$ cat src/rtl/scale_controller_if.sv
// Scale controller bus: raster/button inputs toward the controller and
// scale/address outputs back toward the frame-buffer read side.
// Optional macro SCALE_DOWN_BTN_EN adds the btn_down_in member.
interface scale_controller_if #(
  parameter int ADDR_W = 17
);
  logic              btn_in;
`ifdef SCALE_DOWN_BTN_EN
  logic              btn_down_in;
`endif
  logic [10:0]       hcount_in;
  logic [9:0]        vcount_in;
  logic              active_draw_in;
  logic              new_frame_in;
  logic [1:0]        scale_out;
  logic              change_pending_out;
  logic [ADDR_W-1:0] addr_out;
  logic              addr_valid_out;

`ifdef SCALE_DOWN_BTN_EN
  modport master (
    output btn_in, btn_down_in, hcount_in, vcount_in, active_draw_in, new_frame_in,
    input  scale_out, change_pending_out, addr_out, addr_valid_out
  );
  modport slave (
    input  btn_in, btn_down_in, hcount_in, vcount_in, active_draw_in, new_frame_in,
    output scale_out, change_pending_out, addr_out, addr_valid_out
  );
`else
  modport master (
    output btn_in, hcount_in, vcount_in, active_draw_in, new_frame_in,
    input  scale_out, change_pending_out, addr_out, addr_valid_out
  );
  modport slave (
    input  btn_in, hcount_in, vcount_in, active_draw_in, new_frame_in,
    output scale_out, change_pending_out, addr_out, addr_valid_out
  );
`endif
endinterface

$ cat src/rtl/scale_controller.sv
// Display scale controller: steps the scale 1x/2x/4x on button presses,
// applies a pending change only at a frame boundary, and turns raster
// counters into frame-buffer read addresses through a 2-stage pipeline.
// Optional macro SCALE_DOWN_BTN_EN adds a scale-down button (btn_down_in).
module scale_controller #(
  parameter int FB_WIDTH      = 240,
  parameter int FB_HEIGHT     = 320,
  parameter int STARTUP_SCALE = 0
) (
  input  logic            clk_in,
  input  logic            rst_in,
  scale_controller_if.slave bus
);

  localparam int ADDR_W = $clog2(FB_WIDTH * FB_HEIGHT);
  localparam logic [1:0]        START   = 2'(STARTUP_SCALE);
  localparam logic [10:0]       W_LIMIT = 11'(FB_WIDTH);
  localparam logic [9:0]        H_LIMIT = 10'(FB_HEIGHT);
  localparam logic [ADDR_W-1:0] W_ADDR  = ADDR_W'(FB_WIDTH);

  typedef enum logic {
    STABLE,
    PENDING
  } state_t;

  state_t            state;
  state_t            state_next;
  logic [1:0]        scale;
  logic [1:0]        scale_next;
  logic [1:0]        pending;
  logic [1:0]        pending_next;
  logic              btn_prev;
  logic              press;
`ifdef SCALE_DOWN_BTN_EN
  logic              btn_down_prev;
  logic              down_press;
`endif

  logic [10:0]       h_shift;
  logic [9:0]        v_shift;
  logic [10:0]       sh;
  logic [9:0]        sv;
  logic              v1;
  logic [ADDR_W-1:0] addr;
  logic              addr_valid;

  // Scale code sequence 0 -> 1 -> 2 -> 0.
  function automatic logic [1:0] step_up(input logic [1:0] code);
    return (code == 2'd2) ? 2'd0 : code + 2'd1;
  endfunction

  // Scale code sequence 2 -> 1 -> 0 -> 2.
  function automatic logic [1:0] step_down(input logic [1:0] code);
    return (code == 2'd0) ? 2'd2 : code - 2'd1;
  endfunction

  // Control registers; button history resets high so a held button is not a press.
  always_ff @(posedge clk_in) begin
    if (rst_in) begin
      state         <= STABLE;
      scale         <= START;
      pending       <= START;
      btn_prev      <= 1'b1;
`ifdef SCALE_DOWN_BTN_EN
      btn_down_prev <= 1'b1;
`endif
    end else begin
      state         <= state_next;
      scale         <= scale_next;
      pending       <= pending_next;
      btn_prev      <= bus.btn_in;
`ifdef SCALE_DOWN_BTN_EN
      btn_down_prev <= bus.btn_down_in;
`endif
    end
  end

  // Next pending/applied scale; the frame boundary applies the pre-press pending value.
  always_comb begin
    press        = bus.btn_in & ~btn_prev;
    pending_next = pending;
`ifdef SCALE_DOWN_BTN_EN
    down_press   = bus.btn_down_in & ~btn_down_prev;
    if (press && !down_press) begin
      pending_next = step_up(pending);
    end else if (down_press && !press) begin
      pending_next = step_down(pending);
    end
`else
    if (press) begin
      pending_next = step_up(pending);
    end
`endif
    scale_next = bus.new_frame_in ? pending : scale;
    state_next = (pending_next != scale_next) ? PENDING : STABLE;
  end

  assign bus.scale_out          = scale;
  assign bus.change_pending_out = (state == PENDING);

  assign h_shift = bus.hcount_in >> scale;
  assign v_shift = bus.vcount_in >> scale;

  // Two-stage address pipeline: scale the raster position, then linearise it.
  always_ff @(posedge clk_in) begin
    if (rst_in) begin
      sh         <= '0;
      sv         <= '0;
      v1         <= 1'b0;
      addr       <= '0;
      addr_valid <= 1'b0;
    end else begin
      sh         <= h_shift;
      sv         <= v_shift;
      v1         <= bus.active_draw_in && (h_shift < W_LIMIT) && (v_shift < H_LIMIT);
      addr       <= v1 ? (ADDR_W'(sv) * W_ADDR + ADDR_W'(sh)) : '0;
      addr_valid <= v1;
    end
  end

  assign bus.addr_out       = addr;
  assign bus.addr_valid_out = addr_valid;

endmodule

$ cat src/flat_wrapper.sv
// flat-port wrapper written by rule: the top's interface ports become plain ports
module scale_controller_flat 
#(
  parameter int FB_WIDTH      = 240,
  parameter int FB_HEIGHT     = 320,
  parameter int STARTUP_SCALE = 0
)
  (clk_in, rst_in, bus_btn_in, bus_hcount_in, bus_vcount_in, bus_active_draw_in, bus_new_frame_in, bus_scale_out, bus_change_pending_out, bus_addr_out, bus_addr_valid_out);
  scale_controller_if #(.ADDR_W((17))) bus_i ();
  input  logic clk_in;
  input  logic rst_in;
  input wire logic [$bits(bus_i.btn_in)-1:0] bus_btn_in;
  input wire logic [$bits(bus_i.hcount_in)-1:0] bus_hcount_in;
  input wire logic [$bits(bus_i.vcount_in)-1:0] bus_vcount_in;
  input wire logic [$bits(bus_i.active_draw_in)-1:0] bus_active_draw_in;
  input wire logic [$bits(bus_i.new_frame_in)-1:0] bus_new_frame_in;
  output wire logic [$bits(bus_i.scale_out)-1:0] bus_scale_out;
  output wire logic [$bits(bus_i.change_pending_out)-1:0] bus_change_pending_out;
  output wire logic [$bits(bus_i.addr_out)-1:0] bus_addr_out;
  output wire logic [$bits(bus_i.addr_valid_out)-1:0] bus_addr_valid_out;
  assign bus_i.btn_in = bus_btn_in;
  assign bus_i.hcount_in = bus_hcount_in;
  assign bus_i.vcount_in = bus_vcount_in;
  assign bus_i.active_draw_in = bus_active_draw_in;
  assign bus_i.new_frame_in = bus_new_frame_in;
  assign bus_scale_out = bus_i.scale_out;
  assign bus_change_pending_out = bus_i.change_pending_out;
  assign bus_addr_out = bus_i.addr_out;
  assign bus_addr_valid_out = bus_i.addr_valid_out;
  scale_controller #(.FB_WIDTH(FB_WIDTH), .FB_HEIGHT(FB_HEIGHT), .STARTUP_SCALE(STARTUP_SCALE)) u_core (.clk_in(clk_in), .rst_in(rst_in), .bus(bus_i));
endmodule
$ cat config.mk
export PLATFORM = sky130hd
export DESIGN_NAME = scale_controller_flat
export DESIGN_NICKNAME = d
export VERILOG_FILES = /design/src/rtl/scale_controller_if.sv /design/src/rtl/scale_controller.sv /design/src/flat_wrapper.sv
export SDC_FILE = /design/constraint.sdc
export NUM_CORES = 1
export LEC_CHECK = 0
export CORE_MARGIN = 2
export CORE_UTILIZATION = 55
export DETAILED_ROUTE_END_ITERATION = 8
export GPL_TIMING_DRIVEN = 0
export PLACE_DENSITY = 0.88
export SYNTH_ARGS = -nofsm -noshare
export SYNTH_HDL_FRONTEND = slang
export SYNTH_SLANG_ARGS = --single-unit
$ cat constraint.sdc
create_clock -name clk_in -period 4.3 [get_ports clk_in]
set_input_delay 0.86 -clock clk_in [delete_from_list [all_inputs] [get_ports clk_in]]
set_output_delay 0.86 -clock clk_in [all_outputs]
set_load 0.03 [all_outputs]
# After elaboration in Yosys (flattened, before gate mapping)
# Index checks and enable logic that the tools add are counted.
# classes
n_addsub	2
multipliers	1
order_cmp	2
eq_ne	2
shifts	2
muxes	4
bitwise_logic	3
reduce_logical	3
# ops
operator	count
$add A17 B11 Y17	1
$mul A10 B4 Y13 const B	1
$lt A11 B8 Y1 const B	1
$shr A11 B2 Y11	1
$lt A10 B9 Y1 const B	1
$shr A10 B2 Y10	1
$mux W2	3
$add A2 B1 Y2 const B	1
$eq A2 B2 Y1 const B	1
$logic_and A1 B1 Y1	2
$ne A2 B2 Y1	1
$not A1 Y1	2
$reduce_or A2 Y1	1
$and A1 B1 Y1	1
$mux W1	1
# word_totals
reg_bits	46
elab_cells	28

# Depth between registers and ports, before layout
# depth
word_depth	5
depth_mapped	16

# Worst setup path before layout
# OpenSTA, ideal clock, no wires.
# synth_timing
path_type	reg-to-reg
start	register u_core.sv[0]
end	register u_core.addr[16], in the netlist u_core.bus.addr_out[16]
setup_ns	0.070
arrival_time_ns	3.432
t_required_ns	4.230
path_slack_ns	0.798
stages_incl_launch_ff	17
path_buffers	0
period_less_slack_ns	3.502
path_cell_list	dfxtp_1 fa_1 inv_1 fa_1 inv_1 ha_1 a21oi_1 inv_1 a21oi_1 xnor2_1 ha_1 nor3_1 nor2_1 a21boi_0 and4_1 a21o_1 a21oi_1
# synth_via
elab_chain_len	2
# synth_rtl
element	line_no	rtl
start, declared	scale_controller.sv:42	logic [9:0] sv;
start signal, assigned	scale_controller.sv:114	sv <= v_shift;
$mul A10 B4 Y13	scale_controller.sv:116	addr <= v1 ? (ADDR_W'(sv) * W_ADDR + ADDR_W'(sh)) : '0;
$add A17 B11 Y17	scale_controller.sv:116	
end signal, assigned	scale_controller.sv:116	
end, declared	scale_controller.sv:44	logic [ADDR_W-1:0] addr;
# Every way passes these cells.
# A chain may end at the register's enable or synchronous reset.

# Final worst setup path
# Same ends and word-level chain as after synthesis.

==> flow_summary_export.csv <==
group,metric,value,unit
final_layout,nNetsFinal,442,
clock_network,cts_setup_buffers,0,
detailed_routing,first_pass_iters,4,
place,placed_cell_area,3625,µm²
pwr,p_leak,1.564,nW
setup_path,cp.arrival,4.18,ns
pwr,p_int,0.0007954,W
pwr,seqPwrFrac,35.8,%
detailed_routing,drc,0,
synthesis,synth_most_common_cell,"dfxtp_1",
floorplan,ioPinCount,47,
synthesis,synth-seq-area-share,29.76,%
setup_path,worstPathRequired,4.55,ns
floorplan,core,5473,µm²
clock_network,cts.sinks,46,
clock_network,htree_levels,2,
global_route,track_usage,21.78,%
place,dp_slack,0.4587,ns
final_layout,final_core_util,67.95,%
sta,layout_setup_ws,0.3630,ns
floorplan,initial_core_util,56.54,%
synthesis,syn_avg_cell_area,9.521,µm²
sta,fin_worst_skew,0.004273,ns
global_route,grt_pass1_vias,2483,
detailed_routing,num_vias,2449,
clock_network,insertion_delay,0.31,ns
run_status,status,"complete, no violations",
pwr,power_frac_clock,22.1,%
sta,post-route-min-period,3.937,ns
final_layout,multi_input_area,1977,µm²
pwr,switching_share,36.43,%
sta,finalSetupViolCount,0,
pwr,power.switching,0.0004558,W
clock_network,cts_tree,"done",
global_route,grt_max_degree,17,
sta,fmax,254.0,MHz
setup_path,startpoint_type,"flop",
clock_network,numCtsBuffers,5,
synthesis,syn_nets,391,
place,io_buffers,44,
final_layout,syn_to_final_growth,20.18,%
synthesis,yosysWarnings,0,
detailed_routing,routed_via_density,5.454,
place,dpl.hpwl,4.758,mm
sta,fin_tns_setup,0,ns
setup_path,crit_type,"flop to flop",
clock_network,cts.repair.resized,0,
floorplan,dieArea,6242,µm²
global_route,antenna_found_initial,0,
synthesis,yosys.area.top_type,"dfxtp_1",
floorplan,fp.dieW,79.01,µm
synthesis,synth-seq-cells,46,
synthesis,yosysTopAreaCellShare,29.76,%
global_route,overflow,0,
setup_path,cp-end-kind,"flop",
pwr,power.share.combinational,42.0,%
synthesis,synthTopCellsByArea,"dfxtp_1, fa_1, ha_1",
sta,grt_setup_unrepaired,"no",
global_route,grt_pass1_wl,10.72,mm
synthesis,synth_edf_count,0,
pwr,power.density,336.5,nW/µm²
final_layout,n_antenna_cell,0,
synthesis,synthArstFlopShare,0,%
detailed_routing,post_drt_wl_per_cell,13.43,µm
floorplan,rows,27,
floorplan,die_y,79.01,µm
final_layout,drive_above_1_share,9.019,%
clock_network,root_buffer,"clkbuf_8",
detailed_routing,drtIter0Drc,115,
sta,drv_slew,0,
synthesis,netlist_top_cells_count,"dfxtp_1, inv_1, nor2_1",
final_layout,seqCellArea,920.9,µm²
setup_path,cpPeakStageDelay,0.56,ns
final_layout,fin_area,3719,µm²
synthesis,syn_area,3094,µm²
worst_hold_path,hp-class,"flop to flop",
clock_network,ctsLongestPathBuffers,2,
sta,period_share,91.56,%
final_layout,fillerInstances,440,
synthesis,ys.flop_type,"dfxtp_1",
sta,tightest_slew,0.4979,ns
setup_path,crit_fanout,3,
setup_path,worst_path_max_delay_cell,"fa_1",
setup_path,path_cells,"fa_1, inv_1, fa_1, inv_1, ha_1, a21oi_1, inv_1, a21oi_1, xnor2_1, ha_1, nor3_1, nor2_1, a21boi_0, and4_1, nand3_1, a21oi_1",
clock_network,ctsHoldBuffers,0,
clock_network,clk_pin_slew,0.09,ns
pwr,ir_drop,195.2,µV
synthesis,netlist_instances,325,
job,drv_cap,0,
detailed_routing,detail-route-antenna-nets,0,
place,globalplace.congestion,0.9451,
sta,hold_viol_final,0,
detailed_routing,drt_wl_total,6.031,mm
sta,relSlewSlack,66.81,%
synthesis,synth.distinct_cells,45,
logic make-up (layout without fill, tap and decap cells):
| group | count (synthesis) | count (layout) | share of synthesized area (%) |
|---|---|---|---|
| DFF | 46 | 46 | 29.76 |
| adders and majority gates | 40 | 40 | 20.54 |
| muxes | 21 | 21 | 10.92 |
| and+or+nand+nor | 95 | 95 | 15.33 |
| AOI/OAI and AO/OA | 54 | 54 | 11.48 |
| xor gates and xnor gates | 19 | 19 | 5.621 |
| buffers and inverters | 50 | 102 | 6.348 |
cell type report:
class / count / area share (%)
Buffer: 13 / 1.548
Clock buffer: 5 / 1.851
Clock inverter: 3 / 0.6729
Inverter: 37 / 3.735
Multi-Input combinational cell: 229 / 53.16
Sequential cell: 46 / 24.76
Tap cell: 72 / 2.423
Timing Repair Buffer: 44 / 11.84
flip-flops by register name, summed over array words and instances (netlist names):
register                       count
u_core.bus.change_pending_out      1
u_core.sv                         10
u_core.sh                         11
u_core.bus.addr_valid_out          1
u_core.v1                          1
u_core.pending                     2
u_core.btn_prev                    1
u_core.bus.scale_out               2
u_core.bus.addr_out               17
routing by layer:
layer / GRT usage, % / part of all wire (%)
met2: 38.81 / 52
met5: 0 / 0
met1: 24.85 / 42
met4: 10.00 / 1.7
met3: 4.659 / 4.7
path summary, 6_finish.rpt:
kind / start / end / slack (ns) / depth (start not counted)
max: u_core.sv[0] / u_core.bus.addr_out[16] / 0.36 / 16
min: u_core.sh[0] / u_core.bus.addr_out[0] / 0.43 / 1
max reg2reg: u_core.sv[0] / u_core.bus.addr_out[16] / 0.36 / 16
min reg2reg: u_core.sh[0] / u_core.bus.addr_out[0] / 0.43 / 1
critical path: cells and delay by family (launching register included):
kind | cells | cell delay (ns)
fa+ha+maj | 4 | 1.68
compound gates | 4 | 1.02
simple gates | 4 | 0.53
flops | 1 | 0.35
buf+inv | 3 | 0.19
xor+xnor | 1 | 0.10
power groups by stage:
stage / Clock [W] / Sequential (W) / Combinational, W
6_report: 0.000277 / 0.000448 / 0.000526
5_1_grt: 0.000300 / 0.000450 / 0.000591
4_1_cts: 0.000282 / 0.000448 / 0.000524
3_5_place_dp: 0 / 0.000458 / 0.000517
3_3_place_gp: 0 / 0.000458 / 0.000495
2_1_floorplan: 0 / 0.000460 / 0.000412
placed cells by master (no fill, tap or decap), types with 2 or more instances in the layout:
cell / netlist / layout
inv_1: 37 / 37
ha_1: 22 / 22
clkbuf_1: 5 / 5
xor2_1: 10 / 10
dfxtp_1: 46 / 46
xnor2_1: 8 / 8
mux2_2: 2 / 2
clkdlybuf4s50_1: 0 / 44
or3_1: 2 / 2
a21oi_1: 22 / 22
nor3_1: 9 / 9
nor2_1: 34 / 34
a211oi_1: 5 / 5
and2_1: 10 / 10
nand2_1: 11 / 11
o22ai_1: 2 / 2
nand3_1: 4 / 4
buf_2: 7 / 7
mux4_2: 10 / 10
nor2b_1: 13 / 13
o31ai_1: 2 / 2
clkbuf_8: 0 / 5
mux2i_1: 9 / 9
a21o_1: 4 / 4
o21ai_1: 3 / 3
fa_1: 18 / 18
o21ai_0: 5 / 5
nand2b_1: 6 / 6
through the flow:
stage	instances	total power [W]	hold WS [ns]
finish	449	0.001251	0.4323
floorplan	325	0.0008719	0.4057
global route	449	0.001342	0.4525
detailed placement	441	0.0009753	0.4157
CTS	449	0.001254	0.4355
global placement	441	0.0009533	0.4098
(Power assumes the default switching activity.)
